[config.mk]
export PLATFORM = sky130hd
export DESIGN_NAME = lut_layer_scheduler
export DESIGN_NICKNAME = d
export VERILOG_FILES = /design/src/rtl/lut_sched_pkg.sv /design/src/rtl/lut_fanin_table.sv /design/src/rtl/lut_layer_scheduler.sv
export SDC_FILE = /design/constraint.sdc
export NUM_CORES = 1
export LEC_CHECK = 0
export ABC_AREA = 0
export ABC_CLOCK_PERIOD_IN_PS = 5100
export CAP_MARGIN = 15
export CORE_MARGIN = 3
export CORE_UTILIZATION = 48
export CTS_BUF_LIST = sky130_fd_sc_hd__clkbuf_16
export CTS_CLUSTER_SIZE = 14
export DETAILED_ROUTE_END_ITERATION = 8
export DONT_BUFFER_PORTS = 1
export PLACE_DENSITY = 0.75
export SLEW_MARGIN = 20
export SYNTH_ARGS = -nofsm -noshare
export SYNTH_HDL_FRONTEND = slang
export SYNTH_HIERARCHICAL = 1
export SYNTH_SLANG_ARGS = --single-unit
[constraint.sdc]
create_clock -name clk -period 5.1 [get_ports clk]
set_clock_uncertainty 0.05 [all_clocks]
set_input_delay 1.53 -clock clk [delete_from_list [all_inputs] [get_ports clk]]
set_output_delay 1.53 -clock clk [all_outputs]
set_load 0.005 [all_outputs]
[src/rtl/lut_sched_pkg.sv]
// Shared constants, state encoding and selection-entry layout for the LUT layer scheduler.
package lut_sched_pkg;
    localparam int N_FEAT = 16;
    localparam int N_NEUR = 32;
    localparam int BW     = 4;
    localparam int FANIN  = 3;
    localparam int ADDR_W = FANIN * BW;
    localparam int NIDX_W = 5;
    localparam int FIDX_W = 4;

    typedef logic [1:0] state_t;
    localparam state_t ST_IDLE  = 2'd0;
    localparam state_t ST_ISSUE = 2'd1;
    localparam state_t ST_DRAIN = 2'd2;
    localparam state_t ST_DONE  = 2'd3;

    typedef struct packed {
        logic [FIDX_W-1:0] hi;
        logic [FIDX_W-1:0] mid;
        logic [FIDX_W-1:0] lo;
    } sel_entry_t;

    function automatic logic [BW-1:0] pick_feat(input logic [N_FEAT*BW-1:0] vec,
                                                input logic [FIDX_W-1:0]    idx);
        return vec[idx*BW +: BW];
    endfunction
endpackage

[src/rtl/lut_fanin_table.sv]
// Per-neuron fan-in selection register file plus the 3-way feature muxes that form addr12.
// Writes land at the clock edge; addr12 is combinational from rd_idx and the feature vector.
module lut_fanin_table
    import lut_sched_pkg::*;
(
    input  logic                   clk,
    input  logic                   rst,
    input  logic                   we,
    input  logic [NIDX_W-1:0]      wr_idx,
    input  logic [ADDR_W-1:0]      wr_sel,
    input  logic [NIDX_W-1:0]      rd_idx,
    input  logic [N_FEAT*BW-1:0]   feat_vec,
    output logic [ADDR_W-1:0]      addr12
);
    sel_entry_t tbl [N_NEUR];
    sel_entry_t ent;

    always_ff @(posedge clk) begin
        if (rst) begin
            for (int i = 0; i < N_NEUR; i++) begin
                tbl[i] <= '0;
            end
        end else if (we) begin
            tbl[wr_idx] <= sel_entry_t'(wr_sel);
        end
    end

    assign ent    = tbl[rd_idx];
    assign addr12 = {pick_feat(feat_vec, ent.hi),
                     pick_feat(feat_vec, ent.mid),
                     pick_feat(feat_vec, ent.lo)};
endmodule

[src/rtl/lut_layer_scheduler.sv]
// One LUT layer evaluated one neuron per cycle against a shared truth table; result valid 34 cycles after accept, held until out_ready.
// Optional perf_done/perf_stall counters are built when LUT_SCHED_PERF_EN is defined.
module lut_layer_scheduler
    import lut_sched_pkg::*;
(
    input  logic                   clk,
    input  logic                   rst,
    input  logic                   in_valid,
    output logic                   in_ready,
    input  logic [N_FEAT*BW-1:0]   in_data,
    output logic                   out_valid,
    input  logic                   out_ready,
    output logic [N_NEUR*BW-1:0]   out_data,
    output logic                   lut_en,
    output logic [NIDX_W+ADDR_W-1:0] lut_addr,
    input  logic [BW-1:0]          lut_rdata,
    input  logic                   cfg_we,
    input  logic [NIDX_W-1:0]      cfg_neuron,
    input  logic [ADDR_W-1:0]      cfg_sel,
    output logic                   cfg_ready,
    output logic                   busy
`ifdef LUT_SCHED_PERF_EN
    ,
    output logic [31:0]            perf_done,
    output logic [31:0]            perf_stall
`endif
);
    state_t                 state;
    logic [NIDX_W-1:0]      n;
    logic [NIDX_W-1:0]      wb_idx;
    logic                   wb_vld;
    logic [N_FEAT*BW-1:0]   feat_q;
    logic [ADDR_W-1:0]      addr12;
    logic [N_NEUR*BW-1:0]   res_q;

    // Table writes are only taken in IDLE, so the table is frozen while a vector is in flight.
    lut_fanin_table u_table (
        .clk      (clk),
        .rst      (rst),
        .we       (cfg_we && cfg_ready),
        .wr_idx   (cfg_neuron),
        .wr_sel   (cfg_sel),
        .rd_idx   (n),
        .feat_vec (feat_q),
        .addr12   (addr12)
    );

    always_ff @(posedge clk) begin
        if (rst) begin
            state  <= ST_IDLE;
            n      <= '0;
            feat_q <= '0;
        end else begin
            case (state)
                ST_IDLE: begin
                    if (in_valid) begin
                        feat_q <= in_data;
                        n      <= '0;
                        state  <= ST_ISSUE;
                    end
                end
                ST_ISSUE: begin
                    n <= n + 1'b1;
                    if (n == NIDX_W'(N_NEUR - 1)) begin
                        state <= ST_DRAIN;
                    end
                end
                ST_DRAIN: state <= ST_DONE;
                ST_DONE: begin
                    if (out_ready) begin
                        state <= ST_IDLE;
                    end
                end
                default: state <= ST_IDLE;
            endcase
        end
    end

    // Read data returns one cycle after the strobe, so the writeback index trails n by one.
    always_ff @(posedge clk) begin
        if (rst) begin
            wb_vld <= 1'b0;
            wb_idx <= '0;
            res_q  <= '0;
        end else begin
            wb_vld <= (state == ST_ISSUE);
            wb_idx <= n;
            if (wb_vld) begin
                res_q[wb_idx*BW +: BW] <= lut_rdata;
            end
        end
    end

    assign in_ready  = (state == ST_IDLE);
    assign cfg_ready = (state == ST_IDLE);
    assign busy      = (state == ST_ISSUE) || (state == ST_DRAIN);
    assign out_valid = (state == ST_DONE);
    assign lut_en    = (state == ST_ISSUE);
    assign lut_addr  = lut_en ? {n, addr12} : '0;
    assign out_data  = res_q;

`ifdef LUT_SCHED_PERF_EN
    always_ff @(posedge clk) begin
        if (rst) begin
            perf_done  <= '0;
            perf_stall <= '0;
        end else if (state == ST_DONE) begin
            if (out_ready) begin
                perf_done <= perf_done + 32'd1;
            end else begin
                perf_stall <= perf_stall + 32'd1;
            end
        end
    end
`endif
endmodule
==> results of run 1 <==
[power groups by stage]
stage / registers [mW] / clock network, mW / logic, mW
after floorplan: 5.50 / 0 / 1.50
after CTS: 5.51 / 4.07 / 2.15
after global routing: 5.53 / 4.25 / 2.42
final: 5.51 / 4.02 / 2.28
after detailed placement: 5.63 / 0 / 1.91
after global placement: 5.62 / 0 / 1.87
[cells in the mapped netlist, drive strengths merged, types with 12 or more instances]
cell type  instances  area, um^2
buf               47         372
dfxtp            205        4100
mux4              90        2110
nand3b            29         218
nand2            221         830
mux2i            162        1620
nor2             134         528
and2             415        2610
or3               19         119
nand3             65         325
a221o             12         120
clkbuf           139         522
nor2b             21         131
or4               14         105
a21oi            101         505
or2               35         219
a22oi             47         353
nor3              20         110
edfxtp           384       11500
a22o              16         140
nand2b            63         394
o21ai             80         400
[worst paths after layout]
path	slack, ps	endpoint	depth (start not counted)	start
worst max register to register	1170	out_data[35]	10	wb_idx[0]
worst max-delay path	-90	lut_addr[10]	10	n[2]
worst min-delay path	420	out_data[9]	2	out_data[9]
worst min register to register	420	out_data[9]	2	out_data[9]
[stage by stage]
stage,instance area (um^2),hold slack (ps),utilization
floorplan,28100,398,-
finish,31500,424,0.545
global placement,28800,412,0.498
detailed placement,28800,416,0.498
global route,31500,455,0.545
CTS,31100,424,0.537
[registers in the layout, indices dropped and copies added (netlist names)]
signal / count
feat_q: 64
n: 5
out_data: 128
state: 2
u_table/tbl: 384
wb_idx: 5
wb_vld: 1
[worst max-delay path, stage by stage, from the launching register on]
cell and delay [ps]:
dfxtp_4 440, buf_16 170, buf_4 120, mux4_2 550, nand2_1 100, a311o_1 310
and2_4 260, mux4_2 520, a22oi_2 230, o21ai_2 110, and2_4 170
[metal layers]
| layer | global-route usage | wire [um] | up-vias |
|---|---|---|---|
| met5 | 0 | 0 | - |
| met4 | 0.0982 | 3190 | 0 |
| met3 | 0.0550 | 8180 | 214 |
| met2 | 0.415 | 38400 | 1079 |
| met1 | 0.325 | 31000 | 9774 |
| li1 | - | - | 8618 |
[what timing repair did]
action,4_1_cts,5_1_grt
hold endpoints to repair,0,0
endpoints found under the setup margin,12,12
pin swaps,14,22
buffers inserted,23,17
cloned,7,7
gates resized for setup,74,47
[final cells by class]
cell class              instances  share of cell area
diodes                          2            0.000159
clock buffers                  58              0.0461
clock inverters                47             0.00981
inverters                      10             0.00119
multi-input cells            1626               0.376
flip-flops and latches        589               0.497
well taps                     765              0.0304
repair buffers                117              0.0392
[cells by family after synthesis]
family,Yosys count,share of synthesized area
XOR/XNOR,2,0.000891
AND/OR/NAND/NOR,1065,0.207
flip-flops,589,0.557
multiplexers,258,0.135
adder cells (fa/ha/maj),8,0.00356
AO/OA/AOI/OAI,289,0.0638
buffers and inverters,196,0.0331
==> run_results.csv, run 1 <==
group,metric,value,unit
outcome,status,"complete, but fails checks",
outcome,violations,"setup timing",
layout,fillers,4702,
timing,fin_crit,5190,ps
synth,syn_area,0.0281,mm^2
power,power.share.switching,0.285,
placement,dp.cells,3053,
clock_network,hold_buffers,0,
timing,tightest_slew,1080,ps
critical_path,crit_type,"reg -> out",
power,report.power.total,11.8,mW
layout,nets,2499,
power,combPwrFrac,0.193,
power,power_frac_clock,0.340,
job,maxCapViolCount,0,
placement,pre_cts_slack,-167,ps
synth,async_flop_share,0,
synth,synth.distinct_cells,64,
synth,seq_area_frac_synth,0.557,
layout,synthToLayoutAreaGrowth,12.1,%
global_routing,grt_pass1_vias,19100,
detailed_routing,dr.pass1.iters,6,
global_routing,antenna_found_initial,0,
timing,setup_violations,10,
clock_network,cts_tree,"done",
global_routing,grtUsageTotal,0.252,
timing,drv_slew,0,
layout,drive_gt1_frac,0.165,
critical_path,crit_path_start_kind,"flop",
layout,layout_common_cells,"and2_1 (401), edfxtp_1 (384), nand2_1 (220)",
detailed_routing,ant_nets,0,
die,io_pins,240,
timing,relSlewSlack,0.277,
die,initial_core_util,0.486,
global_routing,overflow,0,
critical_path,cp.arrival,3610,ps
detailed_routing,vias,19700,
detailed_routing,drtIter0Drc,2285,
global_routing,grt_pass1_wl,117,mm
power,p_leak,11.2,nW
die,die_x,248,um
clock_network,cts_buffer_depth,3,
layout,regArea,0.0157,mm^2
timing,max_freq,193,MHz
clock_network,cts_buffers,57,
detailed_routing,wl_per_cell,25.1,um
synth,synth_area_per_cell,11.7,um^2
power,p_int,8.44,mW
die,die-area,0.0615,mm^2
layout,final_common_cell,"and2_1",
timing,finalCritPeriodShare,1.02,
clock_network,htree_levels,2,
power,seq_power_share,0.467,
layout,multi_input_area,0.0119,mm^2
synth,synth-seq-cells,589,
timing,hold_viol,0,
detailed_routing,routed_wl,80.7,mm
synth,synth_cells,2407,
critical_path,path_max_fanout,8,
placement,port-buffer-count,0,
clock_network,root_buffer,"clkbuf_16",
timing,finalSetupTns,-435,ps
worst_hold_path,hp-class,"reg -> reg",
global_routing,grt_max_degree,244,
detailed_routing,remaining_drc_errors,0,
clock_network,cts.sinks,589,
timing,rsz0062_at_grt,"true",
critical_path,crit_path_end_kind,"primary output",
detailed_routing,viasPerCell,6.12,
power,power.switching,3.36,mW
timing,fin_ws,-87.9,ps
power,powerDensity,375,mW/mm^2
die,core_area,0.0578,mm^2
synth,synth-edff-count,384,
placement,gp_congestion,0.947,
placement,dp_hpwl,53.6,mm
synth,synth_nets,2505,
clock_network,insertion_delay,630,ps
clock_network,path_clk_slew,60,ps
die,die_h,248,um
synth,synth_top_flop_cell,"edfxtp_1",
power,ir_drop,0.000426,V
critical_path,required,3520,ps
synth,ys_warn_count,6,
die,row_count,88,
layout,final_cells,3214,
(Power assumes the default switching activity.)
==> run 2, diff against run 1 <==
ABC_CLOCK_PERIOD_IN_PS = 6130   (was 5100)
clock period = 6.13 ns   (was 5.1 ns; I/O delays follow)
==> run 2 against run 1 <==
The flow now finishes without violations. Critical path type unchanged. Critical path depth rose by 1. Sequential power down 17%. Wire length is 5.3% lower. Die area unchanged. Critical endpoint is now lut_addr[8]. Non-clock buffer count fell by 60. Clock-buffer cell count grew 2. Via count shrank 3.3%. Largest cell class unchanged. Flip-flop and latch count did not move. First-iteration DRC count fell by 17%. Worst hold slack improved by 0.72 ps.
==> run_results.csv, run 2 (synthesized netlist as in run 1, its figures left out) <==
group,metric,value,unit
outcome,status,"finished clean",
global_routing,grt_max_degree,244,
clock_network,insertion_delay,620,ps
power,power_frac_clock,0.363,
critical_path,crit_path_start_kind,"flop",
detailed_routing,remaining_drc_errors,0,
critical_path,r2r_setup_slack,2180,ps
clock_network,cts.sinks,589,
die,die_x,248,um
detailed_routing,wl_per_cell,24.2,um
detailed_routing,dr.max_layer_used,"met4",
placement,port-buffer-count,0,
critical_path,max_stage_delay,860,ps
power,power.share.switching,0.277,
global_routing,antenna_found_initial,2,
timing,tightest_slew,1090,ps
global_routing,grt_pass1_vias,18600,
timing,fin_crit,6080,ps
power,power.switching,2.71,mW
power,p_leak,10.8,nW
critical_path,crit_type,"reg -> out",
placement,gp_congestion,0.941,
clock_network,htree_levels,2,
layout,drive_gt1_frac,0.118,
layout,diodes,0,
timing,drv_slew,0,
timing,setup_violations,0,
critical_path,worst-path-stages,11,
layout,nets,2436,
detailed_routing,routed_wl,76.4,mm
power,report.power.total,9.79,mW
power,seq_power_share,0.470,
timing,finalCritPeriodShare,0.992,
power,combPwrFrac,0.167,
power,powerDensity,320,mW/mm^2
die,io_pins,240,
layout,layout_common_cells,"and2_1 (410), edfxtp_1 (384), nand2_1 (220)",
critical_path,reg2reg_depth,10,
detailed_routing,wl_met2,36.4,mm
critical_path,cp.arrival,4190,ps
critical_path,required,4240,ps
detailed_routing,dr_wl_met3,7.28,mm
layout,largest_reg_flops,384,
timing,hold_viol,0,
job,maxCapViolCount,0,
power,p_int,7.08,mW
worst_hold_path,holdPathStages,2,
clock_network,cts_buffer_depth,3,
critical_path,path_max_fanout,28,
die,row_count,88,
critical_path,critPathTopFamily,"compound AO/OA/AOI/OAI gates",
critical_path,crit_path_end_kind,"primary output",
die,die_h,248,um
placement,dp_hpwl,52.1,mm
detailed_routing,drtIter0Drc,1890,
die,die-area,0.0615,mm^2
critical_path,crit_buf_inv,2,
power,ir_drop,0.000379,V
layout,final_common_cell,"and2_1",
global_routing,grtUsageTotal,0.241,
detailed_routing,wl_met1,29.8,mm
clock_network,root_buffer,"clkbuf_16",
clock_network,cts_tree,"done",
die,initial_core_util,0.486,
critical_path,critPathSlowestCell,"dfxtp_2",
global_routing,grt_pass1_wl,113,mm
critical_path,critPathMostFrequentCell,"a22oi_1",
timing,rsz0062_at_grt,"false",
timing,finalSetupTns,0,ps
detailed_routing,vias,19000,
die,core_area,0.0578,mm^2
timing,max_freq,165,MHz
worst_hold_path,hp-class,"reg -> reg",
layout,synthToLayoutAreaGrowth,8.93,%
timing,holdWs,425,ps
detailed_routing,ant_nets,0,
layout,largest-register,"u_table/tbl",
timing,relSlewSlack,0.273,
detailed_routing,dr.pass1.iters,5,
critical_path,cp_cell_sequence,"nor2_1, buf_4, a22oi_1, nand2_1, o21ai_0, nor2_4, buf_12, nor3_1, a22oi_1, o21ai_1, and2_1",
clock_network,cts_buffers,58,
global_routing,overflow,0,
placement,dpl_cell_area,0.0286,mm^2
layout,final_cell_area,0.0306,mm^2
detailed_routing,viasPerCell,6.04,
clock_network,path_clk_slew,60,ps
[run 2: cell count changes in the layout (fill, tap and decap cells not counted), moves of 13 or more]
| cell | before | now |
|---|---|---|
| mux4_1 | 5 | 23 |
| a22oi_1 | 32 | 47 |
| a22oi_2 | 15 | 0 |
| mux2i_1 | 149 | 162 |
| mux4_2 | 85 | 67 |
| buf_4 | 88 | 51 |
[run 2: per-stage QoR]
stage	instances	utilization	worst slack, ps
2_1_floorplan	2407	-	1500
3_3_place_gp	3037	0.494	449
3_5_place_dp	3037	0.494	318
4_1_cts	3151	0.528	73.7
5_1_grt	3153	0.529	5.36
6_report	3153	0.529	51.4
[run 2: path summary, 6_finish.rpt]
check / from / end
worst max-delay path: n[3] / lut_addr[8]
worst max register to register: wb_idx[0] / out_data[35]
worst min register to register: out_data[89] / out_data[89]
worst min-delay path: out_data[89] / out_data[89]
[run 2: layout make-up]
class / count / area [um^2]
tap: 765 / 957
fill: 4741 / 27200
timing repair buffer: 57 / 503
inverter: 10 / 37.5
clock inverter: 50 / 410
clock buffer: 60 / 1500
multi-input combinational: 1622 / 11500
sequential: 589 / 15600
[run 2: layer usage]
layer | GRT usage | vias to the layer above
li1 | - | 8487
met1 | 0.313 | 9446
met2 | 0.396 | 923
met3 | 0.0523 | 178
met4 | 0.0930 | 0
met5 | 0 | -
[run 2: tightest hold or removal path: stages (launching register included)]
cell and delay, ps:
dfxtp_1 320, nand2_1 60, a21oi_1 50
[run 2: power groups by stage]
stage	Combinational [mW]	Clock, mW	Sequential (mW)
floorplan	1.25	0	4.58
CTS	1.59	3.59	4.60
global route	1.76	3.74	4.62
detailed placement	1.55	0	4.69
finish	1.64	3.55	4.60
global placement	1.51	0	4.68
[run 2: repair_timing]
item,in CTS,in global routing
hold buffers,0,0
pin swaps,3,0
resized for setup,1,1
buffers inserted,4,1
endpoints found under the setup margin,12,12
